`config.mk`:
```
export PLATFORM = sky130hd
export DESIGN_NAME = ex_muldiv_ctrl_flat
export DESIGN_NICKNAME = d
export VERILOG_FILES = /design/src/rtl/ex_pkg.sv /design/src/rtl/ex_muldiv_ctrl_if.sv /design/src/rtl/muldiv_step.sv /design/src/rtl/ex_muldiv_ctrl.sv /design/src/flat_wrapper.sv
export SDC_FILE = /design/constraint.sdc
export NUM_CORES = 1
export LEC_CHECK = 0
export CORE_MARGIN = 3
export CORE_UTILIZATION = 50
export CTS_CLUSTER_DIAMETER = 50
export DETAILED_ROUTE_END_ITERATION = 7
export PLACE_DENSITY = 0.68
export SLEW_MARGIN = 20
export SYNTH_ARGS = -nofsm -noshare
export SYNTH_HDL_FRONTEND = slang
export SYNTH_SLANG_ARGS = --single-unit
```
`constraint.sdc`:
```
create_clock -name clk -period 6.7 [get_ports clk]
set_input_delay 1.005 -clock clk [delete_from_list [all_inputs] [get_ports clk]]
set_output_delay 1.005 -clock clk [all_outputs]
set_load 0.01 [all_outputs]
```
`src/rtl/ex_pkg.sv`:
```
// rtl/ex_pkg.sv - shared types and defaults for the EX multiply/divide sequencer
package ex_pkg;

    localparam int XLEN_DEF = 32;

    typedef enum logic [1:0] {
        OP_MULTU = 2'b00,
        OP_MULT  = 2'b01,
        OP_DIVU  = 2'b10,
        OP_DIV   = 2'b11
    } op_t;

    typedef enum logic [1:0] {
        S_IDLE = 2'd0,
        S_PREP = 2'd1,
        S_ITER = 2'd2,
        S_FIX  = 2'd3
    } state_t;

    // Step modes: pass-through, conditional add (multiply), restoring subtract (divide)
    typedef enum logic [1:0] {
        M_PASS = 2'd0,
        M_ADD  = 2'd1,
        M_SUB  = 2'd2
    } step_mode_t;

    function automatic logic op_is_div(input op_t op);
        return (op == OP_DIVU) || (op == OP_DIV);
    endfunction

    function automatic logic op_is_signed(input op_t op);
        return (op == OP_MULT) || (op == OP_DIV);
    endfunction

endpackage

```
`src/rtl/ex_muldiv_ctrl_if.sv`:
```
// rtl/ex_muldiv_ctrl_if.sv - ID/EX request, HI/LO access and status bundle
interface ex_muldiv_ctrl_if #(parameter int XLEN = ex_pkg::XLEN_DEF);
    import ex_pkg::*;

    logic            i_start;
    op_t             i_op;
    logic [XLEN-1:0] i_rs_data;
    logic [XLEN-1:0] i_rt_data;
    logic            i_hilo_rd;
    logic            i_hi_we;
    logic            i_lo_we;
    logic [XLEN-1:0] i_wdata;
    logic            i_flush;
    logic [XLEN-1:0] o_hi;
    logic [XLEN-1:0] o_lo;
    logic            o_busy;
    logic            o_stall;
    logic            o_done;

    modport master (
        output i_start, i_op, i_rs_data, i_rt_data, i_hilo_rd,
               i_hi_we, i_lo_we, i_wdata, i_flush,
        input  o_hi, o_lo, o_busy, o_stall, o_done
    );

    modport slave (
        input  i_start, i_op, i_rs_data, i_rt_data, i_hilo_rd,
               i_hi_we, i_lo_we, i_wdata, i_flush,
        output o_hi, o_lo, o_busy, o_stall, o_done
    );

endinterface

```
`src/rtl/muldiv_step.sv`:
```
// rtl/muldiv_step.sv - one iteration of the shared 33-bit add/sub datapath
module muldiv_step
    import ex_pkg::*;
#(
    parameter int XLEN = XLEN_DEF
) (
    input  logic [XLEN:0]   i_partial,
    input  logic [XLEN-1:0] i_operand,
    input  step_mode_t      i_mode,
    output logic [XLEN:0]   o_partial,
    output logic            o_qbit
);

    logic [XLEN:0] w_sum;
    logic [XLEN:0] w_diff;

    assign w_sum  = i_partial + {1'b0, i_operand};
    assign w_diff = i_partial - {1'b0, i_operand};

    // A clear top bit of the difference means no borrow: keep it and emit a 1
    always_comb begin
        o_partial = i_partial;
        o_qbit    = 1'b0;
        case (i_mode)
            M_ADD: o_partial = w_sum;
            M_SUB: begin
                if (!w_diff[XLEN]) begin
                    o_partial = w_diff;
                    o_qbit    = 1'b1;
                end
            end
            default: o_partial = i_partial;
        endcase
    end

endmodule

```
`src/rtl/ex_muldiv_ctrl.sv`:
```
// rtl/ex_muldiv_ctrl.sv - iterative MULT/DIV sequencer owning HI/LO with pipeline stall
module ex_muldiv_ctrl
    import ex_pkg::*;
#(
    parameter int XLEN = XLEN_DEF,
    parameter int CW   = $clog2(XLEN) + 1
) (
    input  logic            clk,
    input  logic            rst_n,
    ex_muldiv_ctrl_if.slave bus
);

    state_t          r_state;
    state_t          w_next;
    logic [CW-1:0]   r_cnt;
    op_t             r_op;
    logic [XLEN-1:0] r_a_raw;
    logic [XLEN-1:0] r_b_raw;
    logic [XLEN-1:0] r_opnd;
    logic [XLEN-1:0] r_q;
    logic [XLEN-1:0] r_acc;
    logic [XLEN-1:0] r_hi;
    logic [XLEN-1:0] r_lo;
    logic            r_neg_q;
    logic            r_neg_r;
    logic            r_done;

    logic            w_busy;
    logic            w_accept;
    logic            w_is_div;
    logic            w_b_zero;
    logic            w_sa;
    logic            w_sb;
    logic [XLEN-1:0] w_abs_a;
    logic [XLEN-1:0] w_abs_b;
    logic [XLEN:0]   w_step_in;
    logic [XLEN:0]   w_step_out;
    logic            w_qbit;
    step_mode_t      w_mode;
    logic [XLEN-1:0] w_acc_next;
    logic [XLEN-1:0] w_q_next;
    logic [2*XLEN-1:0] w_prod;
    logic [2*XLEN-1:0] w_prod_s;
    logic [XLEN-1:0] w_fix_hi;
    logic [XLEN-1:0] w_fix_lo;

    assign w_busy   = (r_state != S_IDLE);
    assign w_accept = (r_state == S_IDLE) && bus.i_start && !bus.i_flush;
    assign w_is_div = op_is_div(r_op);
    assign w_b_zero = (r_b_raw == '0);
    assign w_sa     = op_is_signed(r_op) & r_a_raw[XLEN-1];
    assign w_sb     = op_is_signed(r_op) & r_b_raw[XLEN-1];
    assign w_abs_a  = w_sa ? -r_a_raw : r_a_raw;
    assign w_abs_b  = w_sb ? -r_b_raw : r_b_raw;

    always_ff @(posedge clk or negedge rst_n) begin
        if (!rst_n) begin
            r_state <= S_IDLE;
        end else begin
            r_state <= w_next;
        end
    end

    always_comb begin
        w_next = r_state;
        if (bus.i_flush && w_busy) begin
            w_next = S_IDLE;
        end else begin
            case (r_state)
                S_IDLE: if (w_accept) w_next = S_PREP;
                S_PREP: w_next = (w_is_div && w_b_zero) ? S_FIX : S_ITER;
                S_ITER: if (r_cnt == CW'(XLEN - 1)) w_next = S_FIX;
                S_FIX:  w_next = S_IDLE;
                default: w_next = S_IDLE;
            endcase
        end
    end

    // Multiply shifts {acc,q} right with the multiplier in q; divide shifts the
    // dividend out of q's MSB into acc and the quotient bits in at q's LSB
    always_comb begin
        w_step_in = {1'b0, r_acc};
        w_mode    = M_PASS;
        if (w_is_div) begin
            w_step_in = {r_acc, r_q[XLEN-1]};
            w_mode    = M_SUB;
        end else if (r_q[0]) begin
            w_mode    = M_ADD;
        end
    end

    muldiv_step #(.XLEN(XLEN)) u_step (
        .i_partial (w_step_in),
        .i_operand (r_opnd),
        .i_mode    (w_mode),
        .o_partial (w_step_out),
        .o_qbit    (w_qbit)
    );

    always_comb begin
        w_acc_next = w_step_out[XLEN:1];
        w_q_next   = {w_step_out[0], r_q[XLEN-1:1]};
        if (w_is_div) begin
            w_acc_next = w_step_out[XLEN-1:0];
            w_q_next   = {r_q[XLEN-2:0], w_qbit};
        end
    end

    always_comb begin
        w_prod   = {r_acc, r_q};
        w_prod_s = r_neg_q ? -w_prod : w_prod;
        w_fix_hi = w_prod_s[2*XLEN-1:XLEN];
        w_fix_lo = w_prod_s[XLEN-1:0];
        if (w_is_div) begin
            if (w_b_zero) begin
                w_fix_lo = '1;
                w_fix_hi = r_a_raw;
            end else begin
                w_fix_lo = r_neg_q ? -r_q : r_q;
                w_fix_hi = r_neg_r ? -r_acc : r_acc;
            end
        end
    end

    always_ff @(posedge clk or negedge rst_n) begin
        if (!rst_n) begin
            r_cnt   <= '0;
            r_op    <= OP_MULTU;
            r_a_raw <= '0;
            r_b_raw <= '0;
            r_opnd  <= '0;
            r_q     <= '0;
            r_acc   <= '0;
            r_hi    <= '0;
            r_lo    <= '0;
            r_neg_q <= 1'b0;
            r_neg_r <= 1'b0;
            r_done  <= 1'b0;
        end else begin
            r_done <= 1'b0;
            case (r_state)
                S_IDLE: begin
                    if (bus.i_hi_we) r_hi <= bus.i_wdata;
                    if (bus.i_lo_we) r_lo <= bus.i_wdata;
                    if (w_accept) begin
                        r_op    <= bus.i_op;
                        r_a_raw <= bus.i_rs_data;
                        r_b_raw <= bus.i_rt_data;
                    end
                end
                S_PREP: begin
                    r_acc   <= '0;
                    r_cnt   <= '0;
                    r_neg_q <= w_sa ^ w_sb;
                    r_neg_r <= w_sa;
                    if (w_is_div) begin
                        r_q    <= w_abs_a;
                        r_opnd <= w_abs_b;
                    end else begin
                        r_q    <= w_abs_b;
                        r_opnd <= w_abs_a;
                    end
                end
                S_ITER: begin
                    r_acc <= w_acc_next;
                    r_q   <= w_q_next;
                    r_cnt <= r_cnt + CW'(1);
                end
                S_FIX: begin
                    if (!bus.i_flush) begin
                        r_hi   <= w_fix_hi;
                        r_lo   <= w_fix_lo;
                        r_done <= 1'b1;
                    end
                end
                default: r_done <= 1'b0;
            endcase
        end
    end

    assign bus.o_hi    = r_hi;
    assign bus.o_lo    = r_lo;
    assign bus.o_busy  = w_busy;
    assign bus.o_stall = w_busy & (bus.i_start | bus.i_hilo_rd | bus.i_hi_we | bus.i_lo_we);
    assign bus.o_done  = r_done;

endmodule
```
`src/flat_wrapper.sv`:
```
// flat-port wrapper written by rule: the top's interface ports become plain ports
module ex_muldiv_ctrl_flat import ex_pkg::*;
#(
    parameter int XLEN = XLEN_DEF,
    parameter int CW   = $clog2(XLEN) + 1
)
  (clk, rst_n, bus_i_start, bus_i_op, bus_i_rs_data, bus_i_rt_data, bus_i_hilo_rd, bus_i_hi_we, bus_i_lo_we, bus_i_wdata, bus_i_flush, bus_o_hi, bus_o_lo, bus_o_busy, bus_o_stall, bus_o_done);
  ex_muldiv_ctrl_if #(.XLEN(XLEN)) bus_i ();
  input  logic clk;
  input  logic rst_n;
  input wire logic [$bits(bus_i.i_start)-1:0] bus_i_start;
  input wire logic [$bits(bus_i.i_op)-1:0] bus_i_op;
  input wire logic [$bits(bus_i.i_rs_data)-1:0] bus_i_rs_data;
  input wire logic [$bits(bus_i.i_rt_data)-1:0] bus_i_rt_data;
  input wire logic [$bits(bus_i.i_hilo_rd)-1:0] bus_i_hilo_rd;
  input wire logic [$bits(bus_i.i_hi_we)-1:0] bus_i_hi_we;
  input wire logic [$bits(bus_i.i_lo_we)-1:0] bus_i_lo_we;
  input wire logic [$bits(bus_i.i_wdata)-1:0] bus_i_wdata;
  input wire logic [$bits(bus_i.i_flush)-1:0] bus_i_flush;
  output wire logic [$bits(bus_i.o_hi)-1:0] bus_o_hi;
  output wire logic [$bits(bus_i.o_lo)-1:0] bus_o_lo;
  output wire logic [$bits(bus_i.o_busy)-1:0] bus_o_busy;
  output wire logic [$bits(bus_i.o_stall)-1:0] bus_o_stall;
  output wire logic [$bits(bus_i.o_done)-1:0] bus_o_done;
  assign bus_i.i_start = bus_i_start;
  assign bus_i.i_op = bus_i_op;
  assign bus_i.i_rs_data = bus_i_rs_data;
  assign bus_i.i_rt_data = bus_i_rt_data;
  assign bus_i.i_hilo_rd = bus_i_hilo_rd;
  assign bus_i.i_hi_we = bus_i_hi_we;
  assign bus_i.i_lo_we = bus_i_lo_we;
  assign bus_i.i_wdata = bus_i_wdata;
  assign bus_i.i_flush = bus_i_flush;
  assign bus_o_hi = bus_i.o_hi;
  assign bus_o_lo = bus_i.o_lo;
  assign bus_o_busy = bus_i.o_busy;
  assign bus_o_stall = bus_i.o_stall;
  assign bus_o_done = bus_i.o_done;
  ex_muldiv_ctrl #(.XLEN(XLEN), .CW(CW)) u_core (.clk(clk), .rst_n(rst_n), .bus(bus_i));
endmodule
```
==> summary.log, run 1 <==
INFO  floorplanning  dieHeight=200microns
INFO  worst_setup_path r2r_slack=0.90ns
INFO  timing         slew_at_the_pin_with_the_worst_max_slew_slack=1.02ns
INFO  worst_setup_path required=7.13ns
INFO  logic_synthesis syn-instance-count=2,264
INFO  global_routing grt_max_degree=143
INFO  logic_synthesis synth_seq_cells=237
INFO  logic_synthesis synth_xor_xnor_area_share=7.82%
INFO  route          via_per_inst=6.26
INFO  worst_setup_path worstSetupEndpointType=register
INFO  global_routing grt_antenna_before_repair=1
INFO  timing         fin_tns_setup=0ns
INFO  logic_synthesis yosys.area_share.adder=5.13%
INFO  route          drt_first_pass_iters=6
INFO  logic_synthesis synth.top_cells.by_area=dfrtp_1 (32%), mux2_2 (6.0%), xnor2_1 (5.4%), nor2_1 (5.4%), a21oi_1 (5.3%)
INFO  placement      number_of_buffers_inserted_by_port_buffering=171
INFO  clock_network  clock_path_buffers=3
INFO  cells_and_area drive_above_1_share=10.6%
INFO  global_routing overflow=0
INFO  status         status=finished clean
INFO  logic_synthesis avgSynthCellArea=8.31squm
INFO  floorplanning  fp.dieArea=40,000squm
INFO  clock_network  tritoncts_num_sinks=237
INFO  route          ant_nets=0
INFO  clock_network  root_buffer=clkbuf_16
INFO  clock_network  cts_made_buffers=39
INFO  timing         slew_headroom=32.0%
INFO  cells_and_area multi_input_comb_area=11,900squm
INFO  power_and_ir_drop fin_total_pwr=14.3mW
INFO  global_routing number_of_global_route_vias_before_repair=17.0k
INFO  logic_synthesis synthDominantCellAreaShare=31.5%
INFO  job            cap_viol_max_count=0
INFO  clock_network  post_cts_hold_buffer_count=0
INFO  timing         clock-skew-final=0.0187ns
INFO  logic_synthesis synth_top_cell_by_area=dfrtp_1
INFO  power_and_ir_drop peakVddDrop=0.000351V
INFO  power_and_ir_drop total_leakage_power=9.17nW
INFO  worst_setup_path crit_path_top_delay_cell=dfrtp_4
INFO  floorplanning  start_util=51.0%
INFO  route          first_iter_violations=2,209
INFO  logic_synthesis yosys_warning_total=0
INFO  floorplanning  core=36,900squm
INFO  worst_setup_path crit_chain=mux2i_1 > nand2_1 > fa_1 > a211oi_1 > o211ai_1 > a311oi_1 > a31oi_1 > a21oi_1 > a211o_1 > o21ai_0 > a21oi_1 > o21bai_1 > ha_1 > buf_4 > nor3_1 > and3_1 > a221oi_1 > o21ai_0 > a21o_1
INFO  clock_network  postCtsResizedCells=0
INFO  worst_setup_path crit_arrival=6.23ns
INFO  timing         grt_setup_unrepaired=false
INFO  clock_network  buffers_inserted_during_post_cts_setup_optimization=0
INFO  floorplanning  fp.dieW=200microns
INFO  worst_setup_path critical_path_peak_fanout=45
INFO  floorplanning  num_io_pins=172
INFO  logic_synthesis synth_compound_area_share=20.7%
INFO  logic_synthesis postSynthNetCount=2,445
INFO  timing         final.period_utilization=86.5%
INFO  cells_and_area seqCellArea=5930squm
INFO  logic_synthesis netlist_area=18,800squm
INFO  cells_and_area final.fill_count=3,278
INFO  worst_setup_path cpPeakStageDelay=0.73ns
INFO  clock_network  cts-htree-levels=2
INFO  logic_synthesis synth_top_family_by_area=compound AO/OA/AOI/OAI gates
INFO  clock_network  cts.reportedPaths.clkPinSlew=0.05ns
INFO  route          finalWirelength=67.8mm
INFO  logic_synthesis synth_enable_flop_cells=0
INFO  logic_synthesis synthSimpleGateAreaFrac=17.0%
INFO  clock_network  tritoncts=done
INFO  logic_synthesis synth_seq_area_share=31.5%
INFO  timing         period_needed=5.80ns
INFO  cells_and_area final_core_utilization=59.8%
INFO  route          post_drt_wl_per_cell=23.7microns
INFO  timing         timing.final.max_slew_violations=0
INFO  placement      detailed_place_hpwl=50.6mm
INFO  worst_setup_path criticalPathCategory=reg -> reg
INFO  global_routing grt_first_pass_wirelength=103mm
INFO  cells_and_area diodes=0
INFO  timing         max_freq=173MHz
INFO  route          drcViolationCount=0
INFO  placement      preCtsSetupSlack=1.13ns
INFO  logic_synthesis synth.lib_cells_used.distinct=78
INFO  timing         final_ws_setup=0.904ns
INFO  placement      finalWeightedCongestion=0.994
INFO  global_routing gr-usage-all-layers=33.4%
INFO  floorplanning  row_count=70
INFO  hold_path      hold_path.class=in -> async
INFO  cells_and_area syn_to_final_growth=17.2%
INFO  route          route.vias.total=17.9k
INFO  cells_and_area finalNetCount=2,512
INFO  timing         report.final.hold_viol_count=0
INFO  logic_synthesis yosys-mux-area-fraction=12.5%
INFO  worst_setup_path start_kind=register
INFO  logic_synthesis async_reset_ff_share=100%
INFO  power_and_ir_drop power.density=648nW/um^2
INFO  logic_synthesis synth-main-ff-cell=dfrtp_1
INFO  timing         timing.final.setup_violations=0
INFO  clock_network  clk-insertion-delay-late=0.56ns
-- stage by stage --
step                hold WS, ns  instance area [sq um]  cells
floorplan                 0.479                  18800   2264
global placement          0.465                  20800   2794
detailed placement        0.473                  20800   2794
CTS                       0.484                  22100   2864
global route              0.501                  22100   2864
finish                    0.463                  22100   2864
-- per-layer routing --
| metal | GRT usage [%] | share of wire (%) |
|---|---|---|
| met5 | 0 | 0.018 |
| met4 | 15.2 | 5.0 |
| met3 | 6.38 | 8.4 |
| met2 | 51.4 | 44 |
| met1 | 45.9 | 42 |
-- cells in the mapped netlist (27+ instances only) --
master	n
ha_1	74
clkbuf_1	140
a21oi_1	198
o21ai_0	140
mux2_2	101
nor2_1	271
nand2_1	186
xor2_1	51
dfrtp_1	237
mux2i_1	54
inv_1	91
xnor2_1	117
nor3_1	49
o21ai_1	72
o31ai_1	27
mux4_2	28
nand3_1	31
-- cell usage in the layout (no fill, tap or decap), drive strengths merged, types with 18 or more instances in the layout --
master and n:
o31ai 28, nor2 271, xnor2 117, nand2 189
buf 25, ha 74, xor2 51, inv 105
nand3 31, nand2b 21, mux4 30, a211oi 25
mux2 101, dfrtp 237, nor4 22, or3 26
o22ai 25, nor3 51, a21oi 198, clkdlybuf4s50 170
a21o 18, o21ai 212, o211ai 26, clkbuf 48
and3 18, mux2i 54
-- registers in the layout, summed over array words and instances, names as in the netlist --
name               cells
u_core.bus.o_hi       32
u_core.bus.o_lo       32
u_core.r_a_raw        32
u_core.r_acc          32
u_core.r_b_raw        32
u_core.r_opnd         32
u_core.r_q            32
u_core.r_cnt           6
u_core.r_op            2
u_core.r_state         2
u_core.bus.o_done      1
u_core.r_neg_q         1
u_core.r_neg_r         1
-- final cells by class --
class	instances	share of cell area [%]
multi-input cells	1763	54.1
flip-flops and latches	237	26.9
repair buffers	195	8.71
clock buffers	48	4.95
well taps	504	2.86
inverters	95	1.62
clock inverters	22	0.907
-- cells by family (layout without fill, tap and decap cells) --
| kind of cell | Yosys count | count (layout) |
|---|---|---|
| and+or+nand+nor | 691 | 691 |
| AOI/OAI and AO/OA | 643 | 643 |
| buffers and inverters | 264 | 360 |
| DFF | 237 | 237 |
| muxes | 185 | 185 |
| xor gates and xnor gates | 168 | 168 |
| adders and majority gates | 76 | 76 |
-- worst paths after layout --
path,depth (start not counted),start,end
worst max-delay path,19,u_core.r_op[1],u_core.r_acc[25]
worst min-delay path,1,rst_n,u_core.r_cnt[1]
worst max register to register,19,u_core.r_op[1],u_core.r_acc[25]
worst min register to register,2,u_core.bus.o_lo[5],u_core.bus.o_lo[5]
max in group asynchronous,2,rst_n,u_core.r_b_raw[16]
min in group clk,2,u_core.bus.o_lo[5],u_core.bus.o_lo[5]
-- critical path, delay by kind of cell (launching register included) --
family                     cells  cell delay, ns
AOI/OAI and AO/OA             12            3.03
DFF                            1            0.73
adders and majority gates      2            0.73
and+or+nand+nor                3            0.47
muxes                          1            0.36
buffers and inverters          1            0.34
-- power breakdown --
part	switching, mW	internal, mW	total (mW)
registers	1.06	2.14	3.20
clock network	0.788	1.22	2.01
logic	5.53	3.56	9.09
No activity file was read; power rests on OpenSTA's default activity.
==> run 2, diff against run 1 <==
- PLACE_DENSITY: 0.68 -> not set
- PLACE_DENSITY_LB_ADDON: not set -> 0.2
==> run 2 against run 1 <==
Routed wire length fell by 1.9%. Register-to-register slack got worse by 0.10 ns. Combinational power fell by 0.7%. Global-route usage fell by 0.70 points. Design area fell by 0.75%. Clock skew rose by 0.00073 ns. Sequential cell count did not move. Via count fell by 0.68%. Die area did not move. Critical endpoint is now u_core.r_acc[10]. Largest power group unchanged. Highest routed layer unchanged.
==> summary.log, run 2 (synthesis gave the netlist of run 1 again) <==
INFO  timing         slew_headroom=28.2% [was 32.0%]
INFO  floorplanning  fp.dieArea=40,000squm [unchanged]
INFO  worst_setup_path crit_path_top_delay_cell=dfrtp_4 [unchanged]
INFO  global_routing grt.met1_usage=44.4% [was 45.9%]
INFO  cells_and_area layout.cells.most_common_list=nor2_1 (271), dfrtp_1 (236), a21oi_1 (198) [unchanged]
INFO  power_and_ir_drop peakVddDrop=0.000384V [was 0.000351 V]
INFO  cells_and_area finalNetCount=2,508 [was 2,512]
INFO  floorplanning  num_io_pins=172 [unchanged]
INFO  worst_setup_path crit_buf_inv=1 [unchanged]
INFO  power_and_ir_drop power.combinational.fraction=64.3% [was 63.6%]
INFO  route          first_iter_violations=2,039 [was 2,209]
INFO  clock_network  cts.reportedPaths.clkPinSlew=0.05ns [about the same]
INFO  worst_setup_path critical-path-top-delay-family=compound AO/OA/AOI/OAI gates [unchanged]
INFO  clock_network  root_buffer=clkbuf_16 [unchanged]
INFO  worst_setup_path cpPeakStageDelay=0.77ns [was 0.73 ns]
INFO  worst_setup_path critical_path_peak_fanout=52 [was 45]
INFO  route          finalWirelength=66.5mm [was 67.8 mm]
INFO  timing         timing.final.max_slew_violations=0 [unchanged]
INFO  power_and_ir_drop power.density=641nW/um^2 [was 648 nW/um^2]
INFO  clock_network  buffers_inserted_during_post_cts_setup_optimization=0 [unchanged]
INFO  clock_network  clock_path_buffers=3 [unchanged]
INFO  global_routing grt_first_pass_wirelength=100mm [was 103 mm]
INFO  floorplanning  dieHeight=200microns [unchanged]
INFO  cells_and_area final.fill_count=3,266 [was 3,278]
INFO  route          drt_first_pass_iters=6 [unchanged]
INFO  power_and_ir_drop fin_total_pwr=14.0mW [was 14.3 mW]
INFO  global_routing grt_max_degree=143 [unchanged]
INFO  power_and_ir_drop switching_power=7.25mW [was 7.38 mW]
INFO  route          post_drt_wl_per_cell=23.3microns [was 23.7 microns]
INFO  global_routing grt_antenna_before_repair=2 [was 1]
INFO  cells_and_area syn_to_final_growth=16.3% [was 17.2%]
INFO  route          via_per_inst=6.24 [was 6.26]
INFO  power_and_ir_drop total_leakage_power=9.10nW [was 9.17 nW]
INFO  floorplanning  row_count=70 [unchanged]
INFO  global_routing grtUsageMet3=5.92% [was 6.38%]
INFO  worst_setup_path start_kind=register [unchanged]
INFO  worst_setup_path crit_chain=o21ai_0 > fa_1 > a211oi_1 > o211ai_1 > a311oi_1 > a31oi_1 > a21oi_1 > a211o_1 > o21ai_0 > a21oi_1 > o21bai_1 > ha_1 > buf_4 > mux2_2 > a221oi_1 > o2bb2ai_1 [was mux2i_1 > nand2_1 > fa_1 > a211oi_1 > o211ai_1 > a311oi_1 > a31oi_1 > a21oi_1 > a211o_1 > o21ai_0 > a21oi_1 > o21bai_1 > ha_1 > buf_4 > nor3_1 > and3_1 > a221oi_1 > o21ai_0 > a21o_1]
INFO  global_routing gr-usage-all-layers=32.7% [was 33.4%]
INFO  floorplanning  start_util=51.0% [unchanged]
INFO  timing         timing.final.setup_violations=0 [unchanged]
INFO  worst_setup_path criticalPathCategory=reg -> reg [unchanged]
INFO  clock_network  tritoncts=done [unchanged]
INFO  timing         fin_tns_setup=0ns [unchanged]
INFO  timing         max_freq=170MHz [was 173 MHz]
INFO  global_routing global_route.peak_usage_layer=met2 [unchanged]
INFO  job            cap_viol_max_count=0 [unchanged]
INFO  cells_and_area layout_commonest_cell=nor2_1 [unchanged]
INFO  clock_network  clk-insertion-delay-late=0.55ns [was 0.56 ns]
INFO  global_routing number_of_global_route_vias_before_repair=16.9k [was 17.0k]
INFO  clock_network  cts-htree-levels=2 [unchanged]
INFO  cells_and_area diodes=0 [unchanged]
INFO  placement      number_of_buffers_inserted_by_port_buffering=171 [unchanged]
INFO  route          route.vias.total=17.8k [was 17.9k]
INFO  floorplanning  core=36,900squm [unchanged]
INFO  hold_path      hold_path.class=in -> async [unchanged]
INFO  worst_setup_path crit_arrival=6.31ns [was 6.23 ns]
INFO  power_and_ir_drop power.share.sequential=22.7% [was 22.4%]
INFO  power_and_ir_drop power.share.switching=51.6% [about the same]
INFO  timing         report.final.hold_viol_count=0 [unchanged]
INFO  worst_setup_path required=7.11ns [was 7.13 ns]
INFO  route          ant_nets=0 [unchanged]
INFO  placement      detailed_place_hpwl=49.8mm [was 50.6 mm]
INFO  clock_network  postCtsResizedCells=0 [unchanged]
INFO  timing         grt_setup_unrepaired=false [unchanged]
INFO  power_and_ir_drop intPower=6.79mW [was 6.92 mW]
INFO  status         status=finished clean [unchanged]
INFO  timing         final.period_utilization=88.0% [was 86.5%]
INFO  timing         slew_at_the_pin_with_the_worst_max_slew_slack=1.07ns [was 1.02 ns]
INFO  power_and_ir_drop power.share.clock=13.0% [was 14.1%]
INFO  clock_network  cts_made_buffers=35 [was 39]
INFO  cells_and_area drive_above_1_share=10.2% [was 10.6%]
INFO  timing         clock-skew-final=0.0194ns [was 0.0187 ns]
INFO  floorplanning  fp.dieW=200microns [unchanged]
INFO  timing         period_needed=5.90ns [was 5.80 ns]
INFO  worst_setup_path worstSetupEndpointType=register [unchanged]
INFO  clock_network  tritoncts_num_sinks=237 [unchanged]
INFO  route          drcViolationCount=0 [unchanged]
INFO  clock_network  post_cts_hold_buffer_count=0 [unchanged]
INFO  placement      finalWeightedCongestion=0.982 [was 0.994]
INFO  global_routing overflow=0 [unchanged]
INFO  global_routing grt_util_met2=49.5% [was 51.4%]
run 2: cell type report:
| cell class | instances | area [sq um] | share of cell area (%) |
|---|---|---|---|
| multi-input cells | 1763 | 11900 | 54.4 |
| inverters | 95 | 357 | 1.63 |
| clock buffers | 47 | 1010 | 4.62 |
| flip-flops and latches | 237 | 5930 | 27.1 |
| repair buffers | 195 | 1910 | 8.72 |
| clock inverters | 13 | 133 | 0.606 |
| well taps | 504 | 631 | 2.88 |
run 2: through the flow:
stage	hold WS, ns	std cells	setup WS [ns]	area (sq um)	utilization (%)
global placement	0.464	2794	1.04	20800	56.3
global route	0.510	2854	0.390	21900	59.4
floorplan	0.479	2264	1.11	18800	-
CTS	0.483	2854	0.898	21900	59.4
finish	0.457	2854	0.804	21900	59.4
detailed placement	0.469	2794	0.948	20800	56.3
run 2: final timing paths:
path	slack [ns]	startpoint	depth (start not counted)	to
min in group clk	0.47	u_core.bus.o_lo[31]	2	u_core.bus.o_lo[31]
min	0.46	rst_n	1	u_core.r_opnd[26]
max in group asynchronous	5.00	rst_n	2	u_core.r_b_raw[13]
max	0.80	u_core.r_op[1]	16	u_core.r_acc[10]
min reg2reg	0.47	u_core.bus.o_lo[31]	2	u_core.bus.o_lo[31]
max reg2reg	0.80	u_core.r_op[1]	16	u_core.r_acc[10]
run 2: worst reg2reg max path, stage by stage, from the launching register on:
cell and delay (ns):
dfrtp_4 0.77, o21ai_0 0.36, fa_1 0.53, a211oi_1 0.36, o211ai_1 0.18, a311oi_1 0.63
a31oi_1 0.30, a21oi_1 0.31, a211o_1 0.27, o21ai_0 0.13, a21oi_1 0.16, o21bai_1 0.08
ha_1 0.44, buf_4 0.43, mux2_2 0.40, a221oi_1 0.32, o2bb2ai_1 0.10
run 2: per-layer routing:
layer / wire length (microns) / vias up
met3: 5700 / 164
met2: 29200 / 871
met5: 25 / -
met1: 27500 / 8559
met4: 4030 / 4
li1: - / 8220
run 2: power groups by stage:
stage | Combinational (mW) | Sequential, mW | Clock (mW)
CTS | 8.89 | 3.16 | 1.85
floorplan | 6.38 | 2.74 | 0
finish | 9.03 | 3.19 | 1.82
global placement | 8.73 | 3.14 | 0
detailed placement | 8.84 | 3.18 | 0
global route | 9.77 | 3.28 | 1.91
==> run 3, diff against run 2 <==
- GPL_TIMING_DRIVEN: not set -> 0
- clock period: 6.7 -> 5.1 ns (I/O delays scaled with it)
==> run 3 against run 2 <==
Via count up 11%. Register-to-register slack worse by 0.78 ns. Hold slack worse by 0.25 ns. Utilization grew 3.1 points. Clock-buffer cell count decreased by 4. Final cell count grew 5.4%. Global-route usage is 7.9 points higher. Sequential share of layout area fell by 1.3 points. Non-clock buffer count up 148. Routed wire length rose by 24%. Highest routed layer unchanged.
==> summary.log, run 3 (synthesis gave the netlist of run 1 again) <==
INFO  floorplanning  row_count=70 [unchanged]
INFO  route          post_drt_wl_per_cell=27.4microns [was 23.3 microns]
INFO  clock_network  post_cts_hold_buffer_count=0 [unchanged]
INFO  timing         slew_headroom=20.9% [was 28.2%]
INFO  route          met3_length=10.2mm [was 5.70 mm]
INFO  global_routing overflow=0 [unchanged]
INFO  cells_and_area finalNetCount=2,659 [was 2,508]
INFO  worst_setup_path crit_path_top_delay_cell=nor4_1 [was dfrtp_4]
INFO  route          drt_first_pass_iters=6 [unchanged]
INFO  job            cap_viol_max_count=0 [unchanged]
INFO  worst_setup_path cpPeakStageDelay=0.80ns [was 0.77 ns]
INFO  cells_and_area layout_commonest_cell=nor2_1 [unchanged]
INFO  route          route.vias.total=19.7k [was 17.8k]
INFO  floorplanning  dieHeight=200microns [unchanged]
INFO  cells_and_area drive_above_1_share=11.7% [was 10.2%]
INFO  global_routing grt_max_degree=95 [was 143]
INFO  timing         slew_at_the_pin_with_the_worst_max_slew_slack=1.18ns [was 1.07 ns]
INFO  route          ant_nets=0 [unchanged]
INFO  global_routing grt_first_pass_wirelength=120mm [was 100 mm]
INFO  floorplanning  num_io_pins=172 [unchanged]
INFO  global_routing grt_antenna_before_repair=1 [was 2]
INFO  placement      number_of_buffers_inserted_by_port_buffering=171 [unchanged]
INFO  clock_network  clk-insertion-delay-late=0.57ns [was 0.55 ns]
INFO  clock_network  cts_made_buffers=38 [was 35]
INFO  clock_network  cts.reportedPaths.clkPinSlew=0.05ns [about the same]
INFO  worst_setup_path crit_chain=clkbuf_16 > clkbuf_8 > buf_6 > buf_4 > nand2_1 > o21ai_0 > ha_2 > buf_4 > nor4_1 > o21ai_0 > a21oi_1 > nor2_1 > o21a_1 > o31ai_1 > xnor2_1 > a311o_1 [was o21ai_0 > fa_1 > a211oi_1 > o211ai_1 > a311oi_1 > a31oi_1 > a21oi_1 > a211o_1 > o21ai_0 > a21oi_1 > o21bai_1 > ha_1 > buf_4 > mux2_2 > a221oi_1 > o2bb2ai_1]
INFO  cells_and_area final.fill_count=3,215 [was 3,266]
INFO  worst_setup_path crit_arrival=5.52ns [was 6.31 ns]
INFO  floorplanning  fp.dieArea=40,000squm [unchanged]
INFO  cells_and_area layout.cells.most_common_list=nor2_1 (270), dfrtp_1 (236), a21oi_1 (193) [was nor2_1 (271), dfrtp_1 (236), a21oi_1 (198)]
INFO  floorplanning  fp.dieW=200microns [unchanged]
INFO  timing         max_freq=197MHz [was 170 MHz]
INFO  hold_path      hold_path.class=in -> async [unchanged]
INFO  cells_and_area multi_input_comb_area=12,100squm [was 11,900 sq um]
INFO  cells_and_area diodes=0 [unchanged]
INFO  global_routing gr-usage-all-layers=40.5% [was 32.7%]
INFO  placement      finalWeightedCongestion=1.07 [was 0.982]
INFO  timing         hold_slack=0.203ns [was 0.457 ns]
INFO  timing         report.final.hold_viol_count=0 [unchanged]
INFO  route          first_iter_violations=2,691 [was 2,039]
INFO  cells_and_area final_core_utilization=62.4% [was 59.4%]
INFO  route          highest_routing_layer_actually_used=met5 [unchanged]
INFO  clock_network  tritoncts=done [unchanged]
INFO  timing         timing.final.max_slew_violations=0 [unchanged]
INFO  status         status=finished clean [unchanged]
INFO  clock_network  root_buffer=clkbuf_16 [unchanged]
INFO  timing         timing.final.setup_violations=0 [unchanged]
INFO  worst_setup_path critical_path_peak_fanout=10 [was 52]
INFO  route          wl_met2=33.5mm [was 29.2 mm]
INFO  timing         final.period_utilization=99.5% [was 88.0%]
INFO  placement      detailed_place_hpwl=64.0mm [was 49.8 mm]
INFO  global_routing number_of_global_route_vias_before_repair=18.5k [was 16.9k]
INFO  route          drcViolationCount=0 [unchanged]
INFO  timing         clock-skew-final=0.0249ns [was 0.0194 ns]
INFO  worst_setup_path worstSetupEndpointType=register [unchanged]
INFO  worst_setup_path criticalPathCategory=reg -> reg [unchanged]
INFO  route          via_per_inst=6.56 [was 6.24]
INFO  clock_network  clock_path_buffers=3 [unchanged]
INFO  worst_setup_path start_kind=register [unchanged]
INFO  clock_network  cts-htree-levels=2 [unchanged]
INFO  worst_setup_path required=5.54ns [was 7.11 ns]
INFO  floorplanning  core=36,900squm [unchanged]
INFO  floorplanning  start_util=51.0% [unchanged]
INFO  cells_and_area seqCellArea=5930squm [about the same]
INFO  route          finalWirelength=82.3mm [was 66.5 mm]
INFO  cells_and_area syn_to_final_growth=22.3% [was 16.3%]
INFO  timing         period_needed=5.08ns [was 5.90 ns]
INFO  clock_network  tritoncts_num_sinks=237 [unchanged]
INFO  route          met1Wirelength=33.2mm [was 27.5 mm]
-- run 3: area by class of cell --
class                   count  area share (%)
plain buffers             152            3.27
flip-flops and latches    237            25.8
repair buffers            191            8.33
inverters                  95            1.55
multi-input cells        1763            52.7
well taps                 504            2.74
clock buffers              43            4.39
clock inverters            23            1.25
-- run 3: what timing repair did --
item | 4_1_cts | 5_1_grt
gates cloned | 0 | 1
buffers inserted | 7 | 10
pin swaps | 10 | 18
setup endpoints to repair | 33 | 33
resized for setup | 57 | 47
-- run 3: critical path: cells and delay by family, from the launching register on --
kind	cells	cell delay (ns)
adders and majority gates	1	0.35
AOI/OAI and AO/OA	6	2.03
and+or+nand+nor	3	0.99
xor gates and xnor gates	1	0.13
DFF	1	0.41
buffers and inverters	5	1.03
-- run 3: path summary, 6_finish.rpt --
path | from | to | slack, ns | cells after the start
worst min register to register | u_core.bus.o_lo[13] | u_core.bus.o_lo[13] | 0.48 | 2
min in group clk | u_core.bus.o_lo[13] | u_core.bus.o_lo[13] | 0.48 | 2
worst min-delay path | rst_n | u_core.r_acc[7] | 0.20 | 1
max in group asynchronous | rst_n | u_core.r_op[1] | 3.95 | 2
worst max-delay path | u_core.r_op[1] | u_core.r_acc[28] | 0.02 | 16
worst max register to register | u_core.r_op[1] | u_core.r_acc[28] | 0.02 | 16
-- run 3: routing by layer --
metal	GRT usage [%]	vias up
met5	0	-
met4	23.0	2
met3	8.79	245
met2	57.6	1363
met1	57.3	9601
li1	-	8528
-- run 3: through the flow --
stage	cells	worst slack [ns]	cell area (sq um)	setup TNS, ns
after floorplan	2264	0.0359	18800	0
after global placement	2939	-7.11	21200	-1758.93
after detailed placement	2941	-2.67	21300	-79.51
after CTS	3001	0.00339	22800	0
after global routing	3008	-0.0177	23000	-0.0609
final	3008	0.0250	23000	0
Power of run 3 is left out: the tool's default activity adds up to more than one toggle a clock period on the data nets, which glitch-free logic cannot reach.
